===== src/rtl/board_cell_fetch_pkg.sv =====
// Shared constants and types for the board cell fetch stage: grid geometry,
// entity codes, FSM state encoding and the cell address helper.
package board_cell_fetch_pkg;

  localparam int H_SQUARE = 20;
  localparam int V_SQUARE = 20;
  localparam int GRID_W   = 32;
  localparam int GRID_H   = 24;
  localparam int H_ACTIVE = 640;
  localparam int V_ACTIVE = 480;

  localparam int CELLS  = GRID_W * GRID_H;
  localparam int ADDR_W = 10;
  localparam int ENT_W  = 2;

  typedef logic [ENT_W-1:0] ent_t;

  localparam ent_t ENT_APPLE   = 2'd0;
  localparam ent_t ENT_HEAD    = 2'd1;
  localparam ent_t ENT_TAIL    = 2'd2;
  localparam ent_t ENT_NOTHING = 2'd3;

  localparam logic [ADDR_W-1:0] LAST_ADDR = ADDR_W'(CELLS - 1);

  typedef enum logic {
    ST_IDLE  = 1'b0,
    ST_CLEAR = 1'b1
  } fetch_state_e;

  // Row-major cell index; callers guarantee row/col are inside the grid.
  function automatic logic [ADDR_W-1:0] cell_addr(input logic [4:0] row,
                                                  input logic [4:0] col);
    return ADDR_W'(int'(row) * GRID_W + int'(col));
  endfunction

endpackage


===== src/rtl/board_cell_fetch_ram.sv =====
// Board storage: one write port, one registered read port, no reset.
// A read and a write to the same address on the same edge return the
// value held before the write.
module board_ram #(
  parameter int ADDR_W = 10,
  parameter int DATA_W = 2,
  parameter int DEPTH  = 768
) (
  input  logic              clk,
  input  logic              wrEn,
  input  logic [ADDR_W-1:0] wrAddr,
  input  logic [DATA_W-1:0] wrData,
  input  logic [ADDR_W-1:0] rdAddr,
  output logic [DATA_W-1:0] rdData
);

  logic [DATA_W-1:0] mem [DEPTH];

  // Write and read in one block so the read samples the pre-write contents.
  always_ff @(posedge clk) begin
    if (wrEn) mem[wrAddr] <= wrData;
    rdData <= mem[rdAddr];
  end

endmodule


===== src/rtl/board_cell_fetch.sv =====
// Maps the VGA scan coordinate to a grid cell, looks up the entity code in
// the board RAM and presents it two cycles later alongside the matching
// delayed coordinate. Also arbitrates game-logic writes against a
// full-board clear sweep.
//
// Write handshake: iWr_en is a single-cycle request with no back-pressure.
// A request is accepted only in IDLE with an in-range cell; an accepted
// request is reported by oWr_ack on the following cycle. A request that
// is not accepted produces no ack and must be reissued by the requester.
module board_cell_fetch
  import board_cell_fetch_pkg::*;
(
  input  logic       iVGA_CLK,
  input  logic       reset_n,
  input  logic [9:0] iVGA_X,
  input  logic [9:0] iVGA_Y,
  input  logic       iWr_en,
  input  logic [4:0] iWr_col,
  input  logic [4:0] iWr_row,
  input  logic [1:0] iWr_ent,
  input  logic       iClear,
  output logic [1:0] oEnt,
  output logic [9:0] oVGA_X,
  output logic [9:0] oVGA_Y,
  output logic       oWr_ack,
  output logic       oClear_busy
);

  fetch_state_e      state;
  logic [ADDR_W-1:0] clrAddr;

  logic [9:0]        xS1;
  logic [9:0]        yS1;
  logic [4:0]        colS1;
  logic [4:0]        rowS1;
  logic              inGridS1;
  logic              inGridS2;

  logic [ADDR_W-1:0] rdAddr;
  ent_t              ramRdata;

  logic              ramWe;
  logic [ADDR_W-1:0] ramWaddr;
  ent_t              ramWdata;
  logic              wrInRange;
  logic              wrCommit;

  // Stage 1 and 2 of the coordinate pipeline plus the matching X/Y delay line.
  always_ff @(posedge iVGA_CLK or negedge reset_n) begin
    if (!reset_n) begin
      xS1      <= '0;
      yS1      <= '0;
      colS1    <= '0;
      rowS1    <= '0;
      inGridS1 <= 1'b0;
      oVGA_X   <= '0;
      oVGA_Y   <= '0;
      inGridS2 <= 1'b0;
    end else begin
      xS1      <= iVGA_X;
      yS1      <= iVGA_Y;
      colS1    <= 5'(iVGA_X / 10'(H_SQUARE));
      rowS1    <= 5'(iVGA_Y / 10'(V_SQUARE));
      inGridS1 <= (iVGA_X < 10'(H_ACTIVE)) && (iVGA_Y < 10'(V_ACTIVE));
      oVGA_X   <= xS1;
      oVGA_Y   <= yS1;
      inGridS2 <= inGridS1;
    end
  end

  // Off-screen coordinates truncate to arbitrary cells; park the read at 0
  // so the RAM is never indexed past its last entry.
  assign rdAddr = inGridS1 ? cell_addr(rowS1, colS1) : '0;

  // The clear sweep owns the write port; game writes only land in IDLE.
  always_comb begin
    ramWe     = 1'b0;
    ramWaddr  = '0;
    ramWdata  = ENT_NOTHING;
    wrCommit  = 1'b0;
    wrInRange = ({1'b0, iWr_col} < 6'(GRID_W)) && ({1'b0, iWr_row} < 6'(GRID_H));
    if (state == ST_CLEAR) begin
      ramWe    = 1'b1;
      ramWaddr = clrAddr;
      ramWdata = ENT_NOTHING;
    end else if (iWr_en && wrInRange) begin
      ramWe    = 1'b1;
      ramWaddr = cell_addr(iWr_row, iWr_col);
      ramWdata = iWr_ent;
      wrCommit = 1'b1;
    end
  end

  // Clear FSM with registered busy flag and write acknowledge.
  always_ff @(posedge iVGA_CLK or negedge reset_n) begin
    if (!reset_n) begin
      state       <= ST_CLEAR;
      clrAddr     <= '0;
      oClear_busy <= 1'b1;
      oWr_ack     <= 1'b0;
    end else begin
      oWr_ack <= wrCommit;
      case (state)
        ST_IDLE: begin
          if (iClear) begin
            state       <= ST_CLEAR;
            clrAddr     <= '0;
            oClear_busy <= 1'b1;
          end
        end
        ST_CLEAR: begin
          if (clrAddr == LAST_ADDR) begin
            state       <= ST_IDLE;
            oClear_busy <= 1'b0;
          end else begin
            clrAddr <= clrAddr + 10'd1;
          end
        end
        default: begin
          state       <= ST_CLEAR;
          clrAddr     <= '0;
          oClear_busy <= 1'b1;
        end
      endcase
    end
  end

  // While clearing, the board contents are stale, so show empty cells.
  assign oEnt = (inGridS2 && state == ST_IDLE) ? ramRdata : ENT_NOTHING;

  board_ram #(
    .ADDR_W (ADDR_W),
    .DATA_W (ENT_W),
    .DEPTH  (CELLS)
  ) uRam (
    .clk    (iVGA_CLK),
    .wrEn   (ramWe),
    .wrAddr (ramWaddr),
    .wrData (ramWdata),
    .rdAddr (rdAddr),
    .rdData (ramRdata)
  );

endmodule


===== config.mk =====
export PLATFORM = sky130hd
export DESIGN_NAME = board_cell_fetch
export DESIGN_NICKNAME = d
export VERILOG_FILES = /design/src/rtl/board_cell_fetch_pkg.sv /design/src/rtl/board_cell_fetch_ram.sv /design/src/rtl/board_cell_fetch.sv
export SDC_FILE = /design/constraint.sdc
export NUM_CORES = 2
export LEC_CHECK = 0
export CORE_AREA = 2 2 336 338
export CTS_CLUSTER_DIAMETER = 200
export DETAILED_ROUTE_END_ITERATION = 8
export DIE_AREA = 0 0 338 340
export PLACE_DENSITY = 0.76
export RECOVER_POWER = 100
export SETUP_SLACK_MARGIN = 0.2
export SYNTH_ARGS = -nofsm -noshare
export SYNTH_HDL_FRONTEND = slang
export SYNTH_SLANG_ARGS = --single-unit
export TNS_END_PERCENT = 20

===== constraint.sdc =====
create_clock -name iVGA_CLK -period 39.7 [get_ports iVGA_CLK]
set_clock_uncertainty 0.15 [all_clocks]
set_input_delay 7.94 -clock iVGA_CLK [delete_from_list [all_inputs] [get_ports iVGA_CLK]]
set_output_delay 7.94 -clock iVGA_CLK [all_outputs]
set_load 0.02 [all_outputs]

==> flow_metrics.env <==
export IMPL_hold_class="reg -> reg"
export IMPL_hold_viol=0
export IMPL_finalSetupViolCount=0
export IMPL_grt_ovfl_total=0
export IMPL_synthesis_nets=4698
export IMPL_gp_congestion=0.869
export IMPL_crit_start="iWr_row[3]"
export IMPL_cp_arrival_ns=21.94
export IMPL_rsz0062_at_grt="no"
export IMPL_synthCells=4661
export IMPL_slew_viol_final=2611
export IMPL_pwr_share_clk=0.364
export IMPL_clock_path_buffers=3
export IMPL_violations="capacitance limit, slew limit"
export IMPL_die_y_um=340
export IMPL_wl_per_cell_um=28.7
export IMPL_grtUsageMet3=0.0611
export IMPL_seq_area_frac_synth=0.722
export IMPL_cts_setup_buffers=0
export IMPL_pwr_share_seq=0.497
export IMPL_clock_sinks=1603
export IMPL_final_common_cell="edfxtp_1"
export IMPL_critPathMaxFanout=245
export IMPL_yosys_warnings=0
export IMPL_start_util=0.593
export IMPL_die_area_um2=115000
export IMPL_drc=0
export IMPL_p_switching_mw=1.04
export IMPL_worstPathRequired_ns=39.48
export IMPL_antenna_found_initial=4
export IMPL_synth_ff_type="edfxtp_1"
export IMPL_rows=123
export IMPL_clock_root_buffer="clkbuf_16"
export IMPL_final_cell_mix="1536 x edfxtp_1, 836 x nor2_1, 304 x mux2i_1"
export IMPL_cts_resized=0
export IMPL_final_layout_size_suffix_gt1_frac=0.0793
export IMPL_grtUsageMet2=0.486
export IMPL_ctsHoldBuffers=0
export IMPL_die_w_um=338
export IMPL_power_density_nw_per_um2=52.9
export IMPL_dr_pass1_iters=6
export IMPL_yosysUniqueCellTypes=89
export IMPL_hold_start="xS1[2]"
export IMPL_use_met1=0.417
export IMPL_internal_power_mw=2.78
export IMPL_grt_pass1_vias=41200
export IMPL_end_kind="register"
export IMPL_worstSetupPathType="in -> reg"
export IMPL_clk_pin_slew_ns=0.06
export IMPL_cts_tree="done"
export IMPL_htreeDepth=4
export IMPL_fin_util=0.647
export IMPL_ys_async_sr_fraction=0.0405
export IMPL_synth_edf_count=1536
export IMPL_fmaxAchievable_mhz=45.1
export IMPL_ir_drop_v=0.0000474
export IMPL_syn_to_final_growth_pct=9.02
export IMPL_rr_startpoint="state"
export IMPL_fin_crit_sh=0.558
export IMPL_grt_pass1_wl_mm=259
export IMPL_relSlewSlack=-5.64
export IMPL_initialDrtViolationCount=6429
export IMPL_io_buffers=59
export IMPL_nets=4623
export IMPL_netlist_area_um2=66200
export IMPL_leakagePower_nw=24.7
export IMPL_clkLatencyLatePin_ns=0.76
export IMPL_groute_usage_overall=0.309
export IMPL_outcome="complete, but fails checks"
export IMPL_fillers=7717
export IMPL_combPwrFrac=0.139
export IMPL_ioPinCount=60
export IMPL_max_cap_violations=52
export IMPL_n_antenna_cell=0
export IMPL_synth_seq_cells=1603
export IMPL_wirelength_mm=178
export IMPL_startpoint_type="primary input"
export IMPL_tns_ns=0
export IMPL_dp_hpwl_mm=101
export IMPL_worstMarginPinSlew_ns=9.96
export IMPL_syn_area_per_cell_um2=14.2
export IMPL_drtAntennaViolNets=0
export IMPL_vias=42100
export IMPL_period_needed_ns=22.16
export IMPL_core_area_um2=112000
export IMPL_via_per_inst=6.78
export IMPL_top_usage_layer="met2"
export IMPL_numCtsBuffers=153
export IMPL_p_sw_frac=0.271
export IMPL_grt_start_max_net_pins=246
-- worst paths after layout --
| kind | depth (start not counted) | end | slack, ns |
|---|---|---|---|
| setup / recovery | 7 | uRam.mem[58][1] | 17.54 |
| hold / removal | 0 | oVGA_X[2] | 0.20 |
| setup reg to reg | 4 | uRam.mem[58][1] | 24.17 |
| hold reg to reg | 0 | oVGA_X[2] | 0.20 |
| max in group asynchronous | 1 | colS1[0] | 28.61 |
| min in group asynchronous | 1 | oVGA_X[1] | 8.26 |
-- per-layer routing --
metal / part of all wire / up-vias
met4: 0.053 / 4
met2: 0.47 / 2832
li1: - / 17700
met3: 0.12 / 521
met1: 0.36 / 21000
met5: 0.00015 / -
-- stage by stage --
stage               instances  hold slack [ns]  power, mW  worst slack (ns)  area, um^2
global placement         5931            0.182       2.44             26.89       67700
global route             6202            0.206       3.91             16.68       72200
CTS                      6202            0.198       3.81             27.62       72400
floorplan                4661            0.181       2.25             19.14       66200
finish                   6202            0.196       3.82             17.54       72200
detailed placement       5931            0.185       2.45             26.85       67700
-- cell families after synthesis --
kind of cell	Yosys count	synth area share
and+or+nand+nor	1323	0.0824
DFF	1603	0.722
xor gates and xnor gates	10	0.00132
adders and majority gates	5	0.000794
muxes	381	0.0671
buffers and inverters	413	0.0294
AOI/OAI and AO/OA	926	0.0970
-- cell usage after synthesis, drive strengths merged (25+ instances only) --
cell,number,area share
a21oi,134,0.010
a22oi,43,0.0049
buf,184,0.016
a221oi,40,0.0053
o211ai,56,0.0064
mux2,30,0.0051
nand2,279,0.016
a211oi,62,0.0071
a31oi,31,0.0029
mux2i,304,0.046
o22ai,145,0.014
edfxtp,1536,0.70
and2,25,0.0024
clkbuf,212,0.012
nor2,837,0.047
nand3,53,0.0041
mux4,47,0.016
nor3,26,0.0020
o21ai,155,0.012
dfrtp,63,0.024
o221ai,133,0.018
-- flip-flops by register name, indices dropped and copies added (netlist names) --
register and cells:
clrAddr 10, colS1 5, inGridS1 1, inGridS2 1, oClear_busy 1, oVGA_X 10, oVGA_Y 10, oWr_ack 1
rowS1 5, state 1, uRam.mem 1536, uRam.rdData 2, xS1 10, yS1 10
-- power groups by stage --
stage,combinational [mW],sequential (mW),clock [mW]
floorplan,0.315,1.93,0
global placement,0.514,1.93,0
detailed placement,0.519,1.93,0
CTS,0.523,1.89,1.39
global route,0.547,1.90,1.46
finish,0.531,1.90,1.39
-- final cells by class --
type / count / area, um^2 / area share
Timing Repair Buffer: 166 / 1210 / 0.0168
Tap cell: 1500 / 1880 / 0.0260
Multi-Input combinational cell: 2645 / 16500 / 0.229
Inverter: 17 / 66.3 / 0.000919
Sequential cell: 1603 / 47800 / 0.662
Clock buffer: 197 / 4090 / 0.0566
Clock inverter: 74 / 622 / 0.00862
-- worst max-delay path: stages --
cell and delay (ns):
dlygate4sd3_1 0.64, a21boi_0 0.12, clkbuf_1 0.28, nor2b_1 0.29, nand2b_1 1.91, clkbuf_1 7.01
clkbuf_1 3.39
No activity file was read; power rests on OpenSTA's default activity.
